## config.mk

```make
export PLATFORM = sky130hd
export DESIGN_NAME = div_unit
export DESIGN_NICKNAME = d
export VERILOG_FILES = /design/src/rtl/div_unit.sv
export SDC_FILE = /design/constraint.sdc
export NUM_CORES = 1
export LEC_CHECK = 0
export ABC_AREA = 1
export CORE_MARGIN = 4
export CORE_UTILIZATION = 59
export CTS_CLUSTER_SIZE = 28
export DETAILED_ROUTE_END_ITERATION = 16
export PLACE_DENSITY = 0.82
export SLEW_MARGIN = 20
export SYNTH_ARGS = -nofsm -noshare
export SYNTH_HDL_FRONTEND = slang
export SYNTH_SLANG_ARGS = --single-unit
export TNS_END_PERCENT = 5
```

## constraint.sdc

```tcl
create_clock -name clk -period 9.14 [get_ports clk]
set_clock_uncertainty 0.05 [all_clocks]
set_input_delay 1.371 -clock clk [delete_from_list [all_inputs] [get_ports clk]]
set_output_delay 1.371 -clock clk [all_outputs]
set_load 0.02 [all_outputs]
```

## src/rtl/div_unit.sv

```systemverilog
// div_unit: multi-cycle 32-bit integer divider (DIV / DIVU).
//
// A divide is accepted in IDLE when start=1 and annul=0. Operands are
// converted to magnitudes at acceptance, then one restoring radix-2 step is
// performed per cycle for 32 cycles. The signed result is fixed up on the
// last step and registered into div_high/div_low, which hold until the next
// completing divide or reset. A zero divisor skips iteration and completes
// after one RUN cycle with quotient all-ones and remainder = dividend.
//
// Ports:
//   clk        - clock, rising edge
//   rst        - asynchronous active-high reset
//   start      - request a divide (sampled only in IDLE)
//   signed_div - 1 = signed divide, 0 = unsigned (latched with start)
//   dividend   - numerator (latched with start)
//   divisor    - denominator (latched with start)
//   annul      - cancel the in-flight divide; results left unchanged
//   busy       - high in RUN and DONE
//   done       - one-cycle pulse, results valid in that cycle
//   div_high   - remainder (HI)
//   div_low    - quotient (LO)
module div_unit #(
   parameter int DATA_W = 32
) (
   input  logic              clk,
   input  logic              rst,
   input  logic              start,
   input  logic              signed_div,
   input  logic [DATA_W-1:0] dividend,
   input  logic [DATA_W-1:0] divisor,
   input  logic              annul,
   output logic              busy,
   output logic              done,
   output logic [DATA_W-1:0] div_high,
   output logic [DATA_W-1:0] div_low
);

   typedef enum logic [1:0] {
      IDLE = 2'd0,
      RUN  = 2'd1,
      DONE = 2'd2
   } stateT;

   stateT             stateR, nextStateS;
   logic [4:0]        cntR;
   logic [DATA_W-1:0] remR, quotR, divMagR, dividendR;
   logic              negQuotR, negRemR, divZeroR;
   logic              busyR, doneR;
   logic [DATA_W-1:0] divHighR, divLowR;

   logic              acceptS, lastStepS, writeResS, fitsS;
   logic [DATA_W:0]   remShiftS;
   logic [DATA_W-1:0] diffS, stepRemS, stepQuotS;
   logic [DATA_W-1:0] resQuotS, resRemS, absDvdS, absDvsS;
   logic [DATA_W-1:0] resHighS, resLowS;

   assign busy     = busyR;
   assign done     = doneR;
   assign div_high = divHighR;
   assign div_low  = divLowR;

   // Acceptance, operand magnitudes and one restoring divide step.
   always_comb begin
      acceptS   = (stateR == IDLE) && start && !annul;
      lastStepS = (cntR == 5'd31);
      absDvdS   = (signed_div && dividend[DATA_W-1]) ? (32'd0 - dividend) : dividend;
      absDvsS   = (signed_div && divisor[DATA_W-1])  ? (32'd0 - divisor)  : divisor;
      // Shift the next dividend bit into the partial remainder; the partial
      // remainder is always below the divisor, so the difference fits 32 bits.
      remShiftS = {remR, quotR[DATA_W-1]};
      fitsS     = (remShiftS >= {1'b0, divMagR});
      diffS     = remShiftS[DATA_W-1:0] - divMagR;
      if (fitsS) begin
         stepRemS = diffS;
      end else begin
         stepRemS = remShiftS[DATA_W-1:0];
      end
      stepQuotS = {quotR[DATA_W-2:0], fitsS};
      resQuotS  = negQuotR ? (32'd0 - stepQuotS) : stepQuotS;
      resRemS   = negRemR  ? (32'd0 - stepRemS)  : stepRemS;
   end

   // Next-state decode and result selection.
   always_comb begin
      nextStateS = stateR;
      writeResS  = 1'b0;
      resHighS   = resRemS;
      resLowS    = resQuotS;
      case (stateR)
         IDLE: begin
            if (acceptS) begin
               nextStateS = RUN;
            end else begin
               nextStateS = IDLE;
            end
         end
         RUN: begin
            if (annul) begin
               nextStateS = IDLE;
            end else if (divZeroR || lastStepS) begin
               nextStateS = DONE;
               writeResS  = 1'b1;
            end else begin
               nextStateS = RUN;
            end
         end
         DONE: begin
            nextStateS = IDLE;
         end
         default: begin
            nextStateS = IDLE;
         end
      endcase
      if (divZeroR) begin
         resHighS = dividendR;
         resLowS  = 32'hFFFF_FFFF;
      end else begin
         resHighS = resRemS;
         resLowS  = resQuotS;
      end
   end

   // State register.
   always_ff @(posedge clk or posedge rst) begin
      if (rst) begin
         stateR <= IDLE;
      end else begin
         stateR <= nextStateS;
      end
   end

   // Operand latch and iteration datapath.
   always_ff @(posedge clk or posedge rst) begin
      if (rst) begin
         cntR      <= 5'd0;
         remR      <= 32'd0;
         quotR     <= 32'd0;
         divMagR   <= 32'd0;
         dividendR <= 32'd0;
         negQuotR  <= 1'b0;
         negRemR   <= 1'b0;
         divZeroR  <= 1'b0;
      end else if (acceptS) begin
         cntR      <= 5'd0;
         remR      <= 32'd0;
         quotR     <= absDvdS;
         divMagR   <= absDvsS;
         dividendR <= dividend;
         negQuotR  <= signed_div && (dividend[DATA_W-1] ^ divisor[DATA_W-1]);
         negRemR   <= signed_div && dividend[DATA_W-1];
         divZeroR  <= (divisor == 32'd0);
      end else if (stateR == RUN) begin
         cntR      <= cntR + 5'd1;
         remR      <= stepRemS;
         quotR     <= stepQuotS;
      end
   end

   // Registered status and result outputs.
   always_ff @(posedge clk or posedge rst) begin
      if (rst) begin
         busyR    <= 1'b0;
         doneR    <= 1'b0;
         divHighR <= 32'd0;
         divLowR  <= 32'd0;
      end else begin
         busyR <= (nextStateS != IDLE);
         doneR <= (nextStateS == DONE);
         if (writeResS) begin
            divHighR <= resHighS;
            divLowR  <= resLowS;
         end
      end
   end

endmodule
```

## Word level (Yosys, flattened, before mapping)

Index checks and enable logic that the tools add are counted.
Widths: inputs -> output; s select.

- Eq/ne operators: 3
- Reduce and logical (&&, ||, !) cells: 11
- $lt $le $gt $ge: 1
- Shift-type cells: 0
- Div/mod/pow operators: 0
- Multipliers: 0
- Bitwise logic cells: 1
- Muxes and demuxes: 20
- Add/subtract/negate cells: 6

Operators with widths:

| kind | number |
|---|---|
| $mux 32 | 11 |
| $sub 1x32->32 const A | 4 |
| $ge 33x32->1 | 1 |
| $logic_not 32->1 | 1 |
| $sub 32x32->32 | 1 |
| $mux 5 | 2 |
| $add 5x1->5 const B | 1 |
| $eq 5x5->1 const B | 1 |
| $logic_and 1x1->1 | 5 |
| $mux 1 | 4 |
| $mux 2 | 2 |
| $pmux 2 s2 | 1 |
| $reduce_bool 2->1 | 2 |
| $eq 2x1->1 const B | 1 |
| $eq 2x2->1 const B | 1 |
| $logic_not 2->1 | 1 |
| $logic_not 1->1 | 1 |
| $logic_or 1x1->1 | 1 |
| $xor 1x1->1 | 1 |

- Logic and storage cells: 55
- Bits of input ports: 69
- Output and inout port bits: 66
- Bits in latches: 0
- Bits in writable memories: 0
- Bits in registers: 204
- Memories kept: 0
- Memory bits (read-only): 0

## Longest topological paths before layout

- Depth after elaboration: 6
- Depth in mapped cells: 30
- Gate-level depth less buffers: 28

## Worst setup path after synthesis

No wires, ideal clock.

- Path type: flip-flop to flip-flop
- Start point: register remR[27]
- End point: register divLowR[28] (netlist: div_low[28])
- Arrival: 3.533 ns
- Clock period less this slack: 3.703 ns
- Buffers on the path: 2
- Cell stages (with the launch flop): 28
- Setup slack: 5.437 ns
- Cells stage by stage: dfrtp_1 ha_1 nand2_1 inv_1 nand2_1 nand2_1 a21oi_1 nand2_2 nor2_4 nand2_8 buf_12 inv_4 buf_6 ha_1 inv_1 nor3_1 nand3_1 nor2_1 nand4_1 nor3_1 nand4_1 nor2_1 nand3_1 nand2_1 nand2_1 xor2_1 o22ai_1 inv_1

- Cells in the longest elaborated chain, start to end: 4

RTL lines:

| item | RTL line | RTL |
|---|---|---|
| from (decl) | 46 | `logic [DATA_W-1:0] remR, quotR, divMagR, dividendR;` |
| from (signal assigned) | 154 | `remR <= stepRemS;` |
| $ge 33x32->1 | 71 | `fitsS = (remShiftS >= {1'b0, divMagR});` |
| $sub 1x32->32 | 79 | `resQuotS = negQuotR ? (32'd0 - stepQuotS) : stepQuotS;` |
| $mux 32 | 79 |  |
| $mux 32 | 114 | `if (divZeroR) begin` |
| to (signal assigned) | 171 | `divLowR <= resLowS;` |
| to (decl) | 49 | `logic [DATA_W-1:0] divHighR, divLowR;` |

No other way between the ends.
A chain may end at the register's enable or synchronous reset.

## Worst setup path after layout

- Start point: register divMagR[16]
- End point: register divLowR[30] (netlist: div_low[30])

- Cells in the longest elaborated chain, start to end: 4

RTL lines:

| item | RTL line | RTL |
|---|---|---|
| from (decl) | 46 |  |
| from (signal assigned) | 147 | `divMagR <= absDvsS;` |
| $ge 33x32->1 | 71 |  |
| $sub 1x32->32 | 79 |  |
| $mux 32 | 79 |  |
| $mux 32 | 114 |  |

No other way between the ends.

==> results.txt <==
The worst register-to-register path begins at divMagR[16]$_DFFE_PP0P_. The initial antenna violation count is 0. By area the synthesized netlist is led by sky130_fd_sc_hd__dfrtp_1 35%, sky130_fd_sc_hd__nand2_1 17%, sky130_fd_sc_hd__inv_1 8.0%. The total DRC errors in the routed layout is 0. The die is 164 microns wide. The total overflow left after global routing is 0.

Setup violations remaining at the end of the flow were counted as 0. The count of distinct cell types in the synthesized netlist came out at 57. In this design, the largest share of critical-path delay is due to simple AND/OR/NAND/NOR gates. The minimum setup slack in the final design is 3.91 ns. The synthesis-to-finish area growth came out at 16.2%. The synthesized area divided by synthesized cell count is 6.63 sq um. The global-route total usage across every layer is 35.3%.

The number of buffers and inverters on the critical path is 4. The number of DRC violations after detailed-routing iteration 0 came out at 1922. The area of the die came out at 0.0271 sq mm. The clock latency on the worst-skew pair came out at 0.53 ns. The data arrival time of the critical path came out at 5.59 ns. TritonCTS built the clock tree. The area of the placeable core is 0.0238 sq mm. The post-route minimum period came out at 5.23 ns. Setup repair after global routing left no endpoint under its margin. The total chip power came out at 5.95 mW.

The multi-input gate area in the final layout is 0.00782 sq mm. The first detailed-routing pass ran for 6 iterations. Dividing the detail-routed wire length by the instance count gives 18.4 microns.

In the routed layout, each cell is associated on average with a via count of 5.86. The area of the mapped netlist is 0.0144 sq mm. In the synthesized netlist the dominant register cell turns out to be sky130_fd_sc_hd__dfrtp_1. The maximum number of buffers from clock root to sink came out at 3.

The number of buffers inserted by port buffering is 134. Counting the fill cells in the layout gives 2006. The count of cells resized by post-cts repair came out at 0. The worst setup path is launched from a register. On the final layout, the worst hold slack is 0.420 ns. The required time of the critical path came out at 9.51 ns.

For this run, the slowest stage of the critical path takes 0.51 ns. The largest net degree at the start of global routing came out at 144. The count of boundary I/O pins is 135. sky130_fd_sc_hd__nand2_1 is the most common cell in the netlist. The path type of the worst min-delay path is register to register. After detailed routing, the total wire length is 48000 microns.

The worst slew slack as a fraction of its limit came out at 27.2%. Summed over all cells, the static leakage comes to 8.62 nW. The share of synthesized registers carrying an async set or reset is 100%. The number of pins with negative max-slew slack in the final report is 0. Max-cap violations in this run came to 0.

The share of synthesized area occupied by flip-flops and latches is 35.3%. The final net count is 2384. The share of post-route cells with drive strength above 1 came out at 4.97%.

The worst min-delay path startpoint is cntR[3]$_DFFE_PP0P_. Summed over all nets, the half-perimeter wirelength after detailed placement is 36300 microns. The cell count after placement is 2569.

Timing analysis after detailed placement gives a worst setup slack of 3.67 ns. The worst setup path is captured at a register. The share of synthesized area in the top cell type comes to 35.3%. The post-layout instance count excluding filler cells came out at 2611. The chip height is 164 microns. The total setup buffers inserted after CTS came out at 0.

The post-synth net total is 2287. At the pin with the least slew margin, the transition time is 1.09 ns. The H-tree level count came out at 1.

The congestion estimate from routability-driven global placement came to 0.995. Synthesis produced 2179 cells. The most critical setup path has its startpoint at divMagR[16]$_DFFE_PP0P_. The cell row count is 56.

The antenna diode instance count came out at 0. The combined flip-flop and latch cell area is 0.00510 sq mm. The power density over the cells is 354 mW/mm^2. Static timing analysis puts the maximum clock frequency at 191 MHz. The largest individual stage delay along the critical path comes from the cell sky130_fd_sc_hd__nor2_4. The critical path is of the register to register type. The hold-fix buffer count after cts is 0. The clock sink total came out at 204. The largest total area in the synthesized netlist belongs to sky130_fd_sc_hd__dfrtp_1. The number of synthesized register bits is 204. The final hold violation count came out at 0. The buffer type at the clock tree root is sky130_fd_sc_hd__clkbuf_16. The number of clock buffers inserted by TritonCTS is 23.

The remaining antenna violation count came out at 0. In this run the worst path has a maximum fanout of 46. The first global-routing pass estimated 75300 microns of wire. During synthesis, Yosys emitted a total of 0 warnings. After clock tree synthesis, the clock-pin slew on the worst setup and hold paths is 0.06 ns. The final route contains 15.3k vias. For the final routed database, the setup TNS stands at 0 ns. The initial utilization of the core area, before any placement, comes to 60.8%. The worst supply voltage drop on vdd came out at 194 uV. The run finished with clean final reports. The worst path uses 57.2% of the clock period. The number of global-route vias before repair came out at 14.1k.

The most numerous cell type found on the critical path is sky130_fd_sc_hd__nand2_1. The number of flops mapped to enable cells by yosys is 0. After synthesis, the most frequently instantiated cells are 664 x sky130_fd_sc_hd__nand2_1, 308 x sky130_fd_sc_hd__inv_1, 217 x sky130_fd_sc_hd__nor2_1, 204 x sky130_fd_sc_hd__dfrtp_1, 159 x sky130_fd_sc_hd__nand3_1.
-- area by class of cell --
class                      instances  share of cell area [%]
multi-input combinational       1585                    46.6
clock buffer                      32                    3.99
inverter                         316                    7.13
clock inverter                     9                   0.843
sequential                       204                    30.4
tap                              319                    2.38
timing repair buffer             146                    8.65
-- worst register-to-register path: stages (launching register included) --
cell and delay (ns):
sky130_fd_sc_hd__dfrtp_1 0.36, sky130_fd_sc_hd__inv_1 0.21, sky130_fd_sc_hd__ha_1 0.34, sky130_fd_sc_hd__nand2_1 0.14, sky130_fd_sc_hd__nor2_1 0.09, sky130_fd_sc_hd__nand2_1 0.10, sky130_fd_sc_hd__nor2_2 0.05, sky130_fd_sc_hd__nand2_1 0.08
sky130_fd_sc_hd__nand2_2 0.07, sky130_fd_sc_hd__nor2_4 0.51, sky130_fd_sc_hd__nand2_8 0.34, sky130_fd_sc_hd__inv_4 0.28, sky130_fd_sc_hd__ha_1 0.17, sky130_fd_sc_hd__inv_1 0.05, sky130_fd_sc_hd__nor3_1 0.26, sky130_fd_sc_hd__nand3_1 0.21
sky130_fd_sc_hd__nor2_1 0.24, sky130_fd_sc_hd__nand4_1 0.23, sky130_fd_sc_hd__nor3_1 0.32, sky130_fd_sc_hd__nand4_1 0.23, sky130_fd_sc_hd__nor2_1 0.15, sky130_fd_sc_hd__nand3_1 0.11, sky130_fd_sc_hd__nand2_1 0.12, sky130_fd_sc_hd__nand2_1 0.08
sky130_fd_sc_hd__xor2_1 0.15, sky130_fd_sc_hd__o22ai_1 0.11, sky130_fd_sc_hd__inv_1 0.06
-- layer usage --
metal	routed length, microns	share of wire, %	GRT usage [%]
met3	5510	11	7.79
met1	20600	43	52.3
met2	20800	43	53.6
met4	1080	2.2	7.49
met5	0	0	0
-- sequential cells by signal (all words and copies together) (netlist names), 2 cells and up --
| name | cells |
|---|---|
| divMagR | 32 |
| div_low | 32 |
| cntR | 5 |
| div_high | 32 |
| remR | 32 |
| stateR | 2 |
| dividendR | 32 |
| quotR | 32 |
-- cell usage in the layout, fill, tap and decap left out, drive strengths merged, types with 2 or more instances in the layout --
| master | synthesis | layout |
|---|---|---|
| nand2 | 680 | 680 |
| inv | 311 | 314 |
| nor2 | 235 | 235 |
| dfrtp | 204 | 204 |
| o21ai | 166 | 166 |
| nand3 | 163 | 163 |
| clkdlybuf4s50 | 0 | 134 |
| a21oi | 73 | 73 |
| xor2 | 42 | 42 |
| ha | 38 | 38 |
| clkbuf | 52 | 32 |
| nand4 | 28 | 28 |
| o22ai | 25 | 25 |
| nor3 | 24 | 24 |
| o211ai | 21 | 21 |
| a31oi | 17 | 17 |
| buf | 22 | 12 |
| nand3b | 10 | 10 |
| and2 | 8 | 8 |
| a32oi | 8 | 8 |
| clkinv | 5 | 7 |
| a221oi | 6 | 6 |
| or2 | 5 | 5 |
| xnor2 | 5 | 5 |
| o21bai | 4 | 4 |
| nor4 | 3 | 3 |
| o31ai | 3 | 3 |
| o221ai | 3 | 3 |
| bufinv | 0 | 3 |
| a22o | 2 | 2 |
| o21a | 2 | 2 |
| a22oi | 2 | 2 |
| o2111ai | 2 | 2 |
| a32o | 2 | 2 |
-- path summary, 6_finish.rpt --
| path | to | slack (ns) | cells past startpoint |
|---|---|---|---|
| min reg2reg | cntR[3]$_DFFE_PP0P_ | 0.42 | 1 |
| max in group asynchronous | div_high[26]$_DFFE_PP0P_ | 6.18 | 3 |
| min | cntR[3]$_DFFE_PP0P_ | 0.42 | 1 |
| min in group asynchronous | divMagR[18]$_DFFE_PP0P_ | 1.37 | 2 |
| max reg2reg | div_low[30]$_DFFE_PP0P_ | 3.91 | 26 |
| max | div_low[30]$_DFFE_PP0P_ | 3.91 | 26 |
-- kinds of logic after synthesis --
kind of cell,share of synthesized area (%)
xor+xnor,2.85
compound gates,13.6
fa+ha+maj,3.43
simple gates,34.1
buf+inv,10.7
flops,35.3
-- through the flow --
step	util, %	instance area (sq um)
floorplan	-	14400
global placement	67.1	15900
detailed placement	67.1	15900
CTS	70.5	16800
global route	70.6	16800
finish	70.6	16800
-- report_power, final --
| group | internal [mW] | switching, mW |
|---|---|---|
| Clock | 0.600 | 0.383 |
| Sequential | 1.18 | 0.257 |
| Combinational | 1.11 | 2.42 |
| Total | 2.88 | 3.06 |
Note: power is estimated with default switching activity, not from simulation.
